$ cat src/rtl/multi_ext_int_ctrl.sv
// N-channel external interrupt controller for the PicoBlaze core.
// Captures edges on raw lines (optionally synchronised), keeps sticky pending
// bits, selects the lowest unmasked pending channel and hands it to the core
// as a single outstanding interrupt with a vector that holds until acked.
//
// state      | meaning
// -----------+-----------------------------------------------------------
// ST_IDLE    | no interrupt outstanding; evaluating pending & mask
// ST_ASSERT  | int_out high, int_vec locked, waiting for int_ack
// ST_ACKED   | one-cycle low gap after ack before the next evaluation
module multi_ext_int_ctrl #(
  parameter int N_CH    = 8,
  parameter int SYNC_EN = 1,
  parameter int VW      = 3
) (
  input  logic            clk,
  input  logic            rst,
  input  logic [N_CH-1:0] int_inp,
  input  logic [N_CH-1:0] int_pos_en,
  input  logic [N_CH-1:0] int_neg_en,
  input  logic [N_CH-1:0] int_mask,
  input  logic [N_CH-1:0] int_clr,
  input  logic            int_ack,
  output logic            int_out,
  output logic [VW-1:0]   int_vec,
  output logic [N_CH-1:0] int_pending
);

  typedef enum logic [1:0] {
    ST_IDLE   = 2'd0,
    ST_ASSERT = 2'd1,
    ST_ACKED  = 2'd2
  } state_t;

  state_t          state, state_nxt;
  logic [VW-1:0]   vec_q, vec_nxt;
  logic            ack_clear;
  logic [N_CH-1:0] line_s;
  logic [N_CH-1:0] line_prev;
  logic [N_CH-1:0] cap;
  logic [N_CH-1:0] pend;
  logic [N_CH-1:0] ack_mask;
  logic [N_CH-1:0] req;
  logic            req_any;
  logic [VW-1:0]   req_idx;

  // Optional 2-FF synchroniser; during reset both stages follow the raw line
  // so a level held across reset release never looks like an edge.
  generate
    if (SYNC_EN != 0) begin : g_sync
      logic [N_CH-1:0] sync1, sync2;

      // Two-stage synchroniser chain
      always_ff @(posedge clk) begin
        if (rst) begin
          sync1 <= int_inp;
          sync2 <= int_inp;
        end else begin
          sync1 <= int_inp;
          sync2 <= sync1;
        end
      end

      assign line_s = sync2;
    end else begin : g_nosync
      assign line_s = int_inp;
    end
  endgenerate

  // Edge-history register, preloaded with the live line during reset
  always_ff @(posedge clk) begin
    if (rst) line_prev <= int_inp;
    else     line_prev <= line_s;
  end

  assign cap = (line_s & ~line_prev & int_pos_en) |
               (~line_s & line_prev & int_neg_en);

  // One-hot clear of the serviced channel on the acknowledge edge
  always_comb begin
    ack_mask = '0;
    for (int i = 0; i < N_CH; i++) begin
      ack_mask[i] = ack_clear && (vec_q == VW'(i));
    end
  end

  // Sticky pending bits; a fresh capture beats any clear in the same cycle
  always_ff @(posedge clk) begin
    if (rst) pend <= '0;
    else     pend <= (pend & ~(int_clr | ack_mask)) | cap;
  end

  assign req = pend & int_mask;

  // Fixed priority: lowest requesting index wins
  always_comb begin
    req_any = 1'b0;
    req_idx = '0;
    for (int i = N_CH - 1; i >= 0; i--) begin
      if (req[i]) begin
        req_any = 1'b1;
        req_idx = VW'(i);
      end
    end
  end

  // FSM state and locked vector register
  always_ff @(posedge clk) begin
    if (rst) begin
      state <= ST_IDLE;
      vec_q <= '0;
    end else begin
      state <= state_nxt;
      vec_q <= vec_nxt;
    end
  end

  // Next-state and output decode
  always_comb begin
    state_nxt = state;
    vec_nxt   = vec_q;
    int_out   = 1'b0;
    ack_clear = 1'b0;
    case (state)
      ST_IDLE: begin
        if (req_any) begin
          vec_nxt   = req_idx;
          state_nxt = ST_ASSERT;
        end
      end
      ST_ASSERT: begin
        // Core is committed once int_out is high; mask/clear cannot retract it.
        int_out = 1'b1;
        if (int_ack) begin
          ack_clear = 1'b1;
          state_nxt = ST_ACKED;
        end
      end
      ST_ACKED: begin
        state_nxt = ST_IDLE;
      end
      default: begin
        state_nxt = ST_IDLE;
      end
    endcase
  end

  assign int_vec     = vec_q;
  assign int_pending = pend;

endmodule

$ cat config.mk
export PLATFORM = sky130hd
export DESIGN_NAME = multi_ext_int_ctrl
export DESIGN_NICKNAME = d
export VERILOG_FILES = /design/src/rtl/multi_ext_int_ctrl.sv
export SDC_FILE = /design/constraint.sdc
export NUM_CORES = 1
export LEC_CHECK = 0
export BUFFER_PORTS_ARGS = -buffer_cell sky130_fd_sc_hd__clkbuf_2
export CAP_MARGIN = 20
export CORE_MARGIN = 2
export CORE_UTILIZATION = 47
export DETAILED_ROUTE_END_ITERATION = 10
export GPL_TIMING_DRIVEN = 0
export PLACE_DENSITY_LB_ADDON = 0.08
export SLEW_MARGIN = 20
export SYNTH_ARGS = -nofsm -noshare
export SYNTH_HDL_FRONTEND = slang
export SYNTH_SLANG_ARGS = --single-unit
export TNS_END_PERCENT = 50
$ cat constraint.sdc
create_clock -name clk -period 1.27 [get_ports clk]
set_input_delay 0.1905 -clock clk [delete_from_list [all_inputs] [get_ports clk]]
set_output_delay 0.1905 -clock clk [all_outputs]
set_load 0.01 [all_outputs]
==> results of run 1 <==
-- power groups by stage --
stage	logic (mW)	clock network, mW	registers [mW]
6_report	0.398	0.868	1.34
3_5_place_dp	0.364	0	1.36
5_1_grt	0.451	0.937	1.35
2_1_floorplan	0.198	0	1.35
4_1_cts	0.390	0.881	1.34
3_3_place_gp	0.352	0	1.35
-- synthesized netlist by cell type (all sizes together) --
library cell / number
nor2b: 2
a22oi: 1
dfxtp: 37
and3b: 1
o2bb2ai: 1
a21oi: 11
a311oi: 1
o21ai: 17
a31oi: 9
nor2: 9
nand3b: 2
nor3: 2
o311ai: 4
buf: 1
a22o: 1
inv: 25
nor4bb: 1
o211ai: 1
a211oi: 1
a32o: 2
nand2b: 1
nand2: 24
a311o: 3
clkbuf: 3
nand3: 4
-- state kept, by name, indices dropped and copies added (netlist names) --
| signal | flops |
|---|---|
| int_pending | 8 |
| g_sync.sync1 | 8 |
| line_prev | 8 |
| int_vec | 3 |
| state | 2 |
| g_sync.sync2 | 8 |
-- per-layer routing --
layer  vias up  global-route usage (%)  routed length (µm)  part of all wire, %
met5         -                       0                   0                    0
met4         0                   13.64                 114                  3.3
met3        12                   4.835                 208                  6.0
met2        54                   39.37                1761                   51
met1       657                   25.17                1366                   40
li1        706                       -                   -                    -
-- kinds of logic after synthesis --
logic type | count (synthesis) | share of synthesized area (%)
AOI/OAI and AO/OA | 52 | 23.34
DFF | 37 | 52.34
buffers and inverters | 29 | 7.780
and+or+nand+nor | 46 | 16.53
-- area by class of cell --
| type | count | area (µm²) |
|---|---|---|
| flip-flops and latches | 37 | 747.0 |
| inverters | 25 | 93.84 |
| clock buffers | 6 | 51.30 |
| fillers | 260 | 890.9 |
| clock inverters | 2 | 37.54 |
| well taps | 31 | 38.79 |
| repair buffers | 62 | 350.3 |
| multi-input cells | 98 | 579.3 |
| plain buffers | 4 | 16.27 |
-- repair_timing --
action / CTS / global route
hold endpoints to repair: 8 / 0
gates resized for setup: 6 / 7
endpoints found under the setup margin: 8 / 10
hold buffers: 8 / 0
-- worst max-delay path: cells and delay by family, from the launching register on --
family / cells / cell delay [ns]
DFF: 1 / 0.39
and+or+nand+nor: 1 / 0.17
buffers and inverters: 1 / 0.14
-- metrics by stage --
step	hold WS, ns	setup TNS [ns]	util [%]	worst slack (ns)	area (µm²)
finish	0.09644	0	68.24	0.01894	1914
CTS	0.09150	0	67.84	0.01020	1903
detailed placement	0.3109	-0.07717	61.46	-0.03168	1724
floorplan	0.2182	0	-	0.1035	1415
global placement	0.3083	-0.002435	61.46	-0.002435	1724
global route	0.1051	-0.2163	68.24	-0.04974	1914
-- how the worst max path moves through the flow --
stage	endpoint	slack, ns
after floorplan	int_pending[1]$_SDFF_PP0_	0.10
after global placement	state[0]$_SDFFE_PP0P_	-0.002
after detailed placement	state[0]$_SDFFE_PP0P_	-0.03
after CTS	int_out	0.01
after global routing	int_pending[1]$_SDFF_PP0_	-0.05
final	int_out	0.02
==> impl_metrics.py, run 1 <==
metrics = {
    "pwr": {
        "clockPowerShare_pct": 33.3,
        "p_leak_nw": 0.9109,
        "total_power_mw": 2.604,
        "peakVddDrop_uv": 880.4,
        "p_comb_share_pct": 15.3,
        "p_switching_mw": 0.6816,
        "seqPwrFrac_pct": 51.4,
        "switching_share_pct": 26.17,
        "p_per_area_mw_per_mm2": 1360,
        "internal-power_mw": 1.923,
    },
    "critical_path": {
        "r2r-start": "int_vec[0]$_SDFFE_PP0P_",
        "startpoint_type": "register",
        "critPathMaxFanout": 5,
        "timing.critical_path.cells": "nor2b_4 -> buf_2",
        "max_stage_delay_ns": 0.39,
        "worstSetupStartpoint": "state[0]$_SDFFE_PP0P_",
        "r2r_slack_ns": 0.05,
        "critPathKind": "register to output pin",
        "worst_setup_path_end_kind": "output pin",
        "cpMaxStageDelayCell": "dfxtp_4",
        "reg2reg_to": "int_pending[0]$_SDFF_PP0_",
        "worstPathRequired_ns": 1.08,
        "cp.arrival_ns": 1.06,
        "reg2reg_depth": 3,
    },
    "grt": {
        "grt_usage_pct": 22.67,
        "grt_max_degree": 13,
        "grt_pass1_wl_um": 5858,
        "grt_overflow": 0,
        "grt_pass1_vias": 1446,
        "antenna_found_initial": 0,
    },
    "clock_network": {
        "cts_buffers": 5,
        "h-tree-depth": 2,
        "post_cts_buffers": 0,
        "clockBufferDepth": 2,
        "clk_pin_slew_worst_paths_ns": 0.12,
        "clk-insertion-delay-late_ns": 0.35,
        "numClockSinks": 37,
        "cts_tree": "built",
        "root_buffer": "clkbuf_4",
    },
    "synthesis": {
        "yosys.area.top_type": "dfxtp_1",
        "netlist.area_leader.share_pct": 52.34,
        "ys_ff_latch": 37,
        "synth_nets": 207,
        "yosysSeqAreaShare_pct": 52.34,
        "syn_inst": 164,
        "synth_area_leaders": "dfxtp_1 52%, inv_1 6.6%, nand2_1 6.4%",
        "yosysWarningCount": 0,
        "synth.cell_area_mm2": 0.001415,
        "netlist-cell-type-count": 27,
        "synth_area_per_cell_um2": 8.629,
    },
    "outcome": {
        "violations": "design-rule violations",
        "outcome": "finished, violations left",
    },
    "sta": {
        "report.final.slew_viol_count": 0,
        "period_share_pct": 98.51,
        "hold_violations": 0,
        "worst_pin_slew_ns": 0.4704,
        "clock.fmax_ghz": 0.7993,
        "period_needed_ns": 1.251,
        "slew_headroom_pct": 68.64,
        "setup_violations": 0,
        "finClkSkew_ns": 0.01311,
        "rsz0062_at_grt": "yes",
    },
    "place": {
        "dpl.cell_count": 249,
        "hpwlAfterDp_um": 2612,
        "routabilityCongestion": 0.8267,
        "port_buffers": 54,
    },
    "min_path": {
        "hold_path.class": "primary input to register",
        "hold_start": "int_clr[6]",
        "holdPathEnd": "int_pending[6]$_SDFF_PP0_",
        "hold_path_depth": 3,
    },
    "final_layout": {
        "area_delta_synth_final_pct": 35.28,
        "layout_common_cells": "53 x clkbuf_2, 34 x dfxtp_1, 25 x inv_1",
        "layout_commonest_cell": "clkbuf_2",
        "instances_no_fill": 265,
        "drive_gt1_share_pct": 30.77,
        "diodes": 0,
        "nNetsFinal": 276,
    },
    "detailed_routing": {
        "drcViolationCount": 5,
        "ant_nets": 0,
        "dr.pass1.iters": 7,
        "routed_wl_um": 3451,
        "num_vias": 1429,
        "drt_iter0_markers": 53,
        "wl_per_cell_um": 13.02,
        "vias_per_cell": 5.392,
    },
    "floorplan": {
        "initial_core_util_pct": 50.45,
        "dieArea_mm2": 0.003466,
        "row_count": 19,
        "die_w_um": 58.87,
        "ios": 55,
        "core_mm2": 0.002805,
        "fp.dieH_um": 58.87,
    },
    "flow_run": {
        "timing.max_cap.violations": 0,
    },
}
(Power assumes the default switching activity.)
==> inputs of run 2 (changes only) <==
--- a/config.mk
+++ b/config.mk
@@ -11,7 +11,8 @@
 export CORE_UTILIZATION = 47
 export DETAILED_ROUTE_END_ITERATION = 10
 export GPL_TIMING_DRIVEN = 0
-export PLACE_DENSITY_LB_ADDON = 0.08
+export PLACE_DENSITY = 0.75
+export REMOVE_ABC_BUFFERS = 1
 export SLEW_MARGIN = 20
 export SYNTH_ARGS = -nofsm -noshare
 export SYNTH_HDL_FRONTEND = slang
==> impl_metrics.py, run 2 (same netlist as run 1, synthesis figures left out) <==
metrics = {
    "sta": {
        "setup_violations": 0,
        "finClkSkew_ns": 0.003240,
        "hold_violations": 0,
        "rsz0062_at_grt": "yes",
        "slew_headroom_pct": 57.59,
        "finalSetupTns_ns": 0,
        "worst_pin_slew_ns": 0.6362,
        "period_share_pct": 99.46,
        "period_needed_ns": 1.263,
        "report.final.slew_viol_count": 0,
        "clock.fmax_ghz": 0.7917,
    },
    "clock_network": {
        "h-tree-depth": 2,
        "cts_tree": "built",
        "numClockSinks": 37,
        "clk_pin_slew_worst_paths_ns": 0.11,
        "root_buffer": "clkbuf_4",
        "clk-insertion-delay-late_ns": 0.35,
        "clockBufferDepth": 2,
        "cts_buffers": 5,
    },
    "detailed_routing": {
        "wl_met3_um": 252,
        "routed_wl_um": 3496,
        "dr.pass1.iters": 7,
        "wl_met2_um": 1780,
        "ant_nets": 0,
        "dr.max_layer_used": "met4",
        "wl_per_cell_um": 13.29,
        "drt_iter0_markers": 53,
        "vias_per_cell": 5.380,
        "num_vias": 1415,
        "drt-met1-wl_um": 1375,
        "drcViolationCount": 4,
    },
    "pwr": {
        "peakVddDrop_uv": 806.5,
        "clockPowerShare_pct": 28.6,
        "seqPwrFrac_pct": 54.7,
        "p_leak_nw": 0.9125,
        "switching_share_pct": 27.53,
        "p_comb_share_pct": 16.7,
        "total_power_mw": 2.467,
        "p_switching_mw": 0.6793,
        "p_per_area_mw_per_mm2": 1279,
        "internal-power_mw": 1.788,
    },
    "final_layout": {
        "drive_gt1_share_pct": 34.48,
        "layout_common_cells": "53 x clkbuf_2, 30 x dfxtp_1, 25 x inv_1",
        "area_delta_synth_final_pct": 36.34,
        "diodes": 0,
        "layout_commonest_cell": "clkbuf_2",
        "instances_no_fill": 263,
        "fin_util_pct": 68.78,
        "nNetsFinal": 274,
    },
    "grt": {
        "grt_usage_pct": 22.34,
        "grt_max_degree": 39,
        "grt_pass1_wl_um": 5830,
        "grt_pass1_vias": 1462,
        "grt_overflow": 0,
        "antenna_found_initial": 0,
    },
    "critical_path": {
        "cp.arrival_ns": 1.07,
        "critPathMaxFanout": 5,
        "cpMaxStageDelayCell": "dfxtp_4",
        "worst_setup_path_end_kind": "output pin",
        "startpoint_type": "register",
        "crit_family": "flip-flops",
        "max_stage_delay_ns": 0.38,
        "critPathKind": "register to output pin",
        "timing.critical_path.cells": "nor2b_4 -> buf_2",
        "worstPathRequired_ns": 1.08,
        "r2r_slack_ns": 0.05,
        "worst-path-buf-inv": 1,
    },
    "place": {
        "routabilityCongestion": 0.7857,
        "hpwlAfterDp_um": 2555,
        "dpl.cell_count": 245,
        "port_buffers": 54,
    },
    "outcome": {
        "violations": "design-rule violations",
        "outcome": "finished, violations left",
    },
    "min_path": {
        "hold_path.class": "primary input to register",
    },
    "floorplan": {
        "die_w_um": 58.87,
        "ios": 55,
        "core_mm2": 0.002805,
        "dieArea_mm2": 0.003466,
        "fp.dieH_um": 58.87,
        "initial_core_util_pct": 50.45,
        "row_count": 19,
    },
    "flow_run": {
        "timing.max_cap.violations": 0,
    },
}
run 2: changes by cell type in the layout (fill, tap and decap cells not counted), moves of 2 or more:
| cell | before | now |
|---|---|---|
| buf_4 | 0 | 2 |
| clkbuf_1 | 3 | 0 |
| dfxtp_1 | 34 | 30 |
| dfxtp_2 | 2 | 6 |
| o311ai_1 | 4 | 1 |
| o311ai_2 | 0 | 3 |
run 2: worst reg2reg max path, stage by stage, from the launching register on:
cell	delay, ns
dfxtp_2	0.37
a22oi_2	0.28
nand3_1	0.16
o21ai_2	0.19
o2bb2ai_1	0.15
run 2: final cells by class:
type,instances,area [µm²]
clock buffer,7,65.06
clock inverter,1,5.005
fill,235,875.8
inverter,25,93.84
multi-input combinational,98,609.3
sequential,37,752.0
tap,31,38.79
timing repair buffer,64,365.4
run 2: metrics by stage:
step	worst slack [ns]	instance area, µm²	hold slack (ns)
CTS	0.005010	1866	0.09587
global placement	-0.01438	1708	0.3078
finish	0.006827	1929	0.09653
floorplan	0.1084	1399	0.2182
global route	-0.05155	1929	0.1077
detailed placement	-0.07583	1708	0.3132
run 2: worst paths after layout:
kind                                    end  cells past startpoint                 startpoint
hold reg to reg     g_sync.sync2[3]$_DFF_P_                      2    g_sync.sync1[3]$_DFF_P_
setup / recovery                    int_out                      2      state[0]$_SDFFE_PP0P_
setup reg to reg    int_vec[0]$_SDFFE_PP0P_                      4  int_pending[2]$_SDFF_PP0_
hold / removal    int_pending[2]$_SDFF_PP0_                      3                 int_clr[2]
run 2: power by group through the flow:
stage / Combinational (mW) / Sequential, mW / Clock, mW
floorplan: 0.185 / 1.35 / 0
global placement: 0.339 / 1.35 / 0
detailed placement: 0.356 / 1.36 / 0
CTS: 0.381 / 1.34 / 0.718
global route: 0.466 / 1.36 / 0.766
finish: 0.412 / 1.35 / 0.705
run 2: timing repair:
action,4_1_cts,5_1_grt
endpoints found under the setup margin,8,11
pin swaps,0,5
gates cloned,0,0
endpoints found under the hold margin,8,0
hold buffers,8,0
gates resized for setup,5,16
setup buffers,0,2
run 2: routing by layer:
metal / track usage (%) / vias up
li1: - / 703
met2: 40.63 / 43
met4: 9.416 / 0
met1: 23.07 / 657
met3: 7.692 / 12
met5: 0 / -
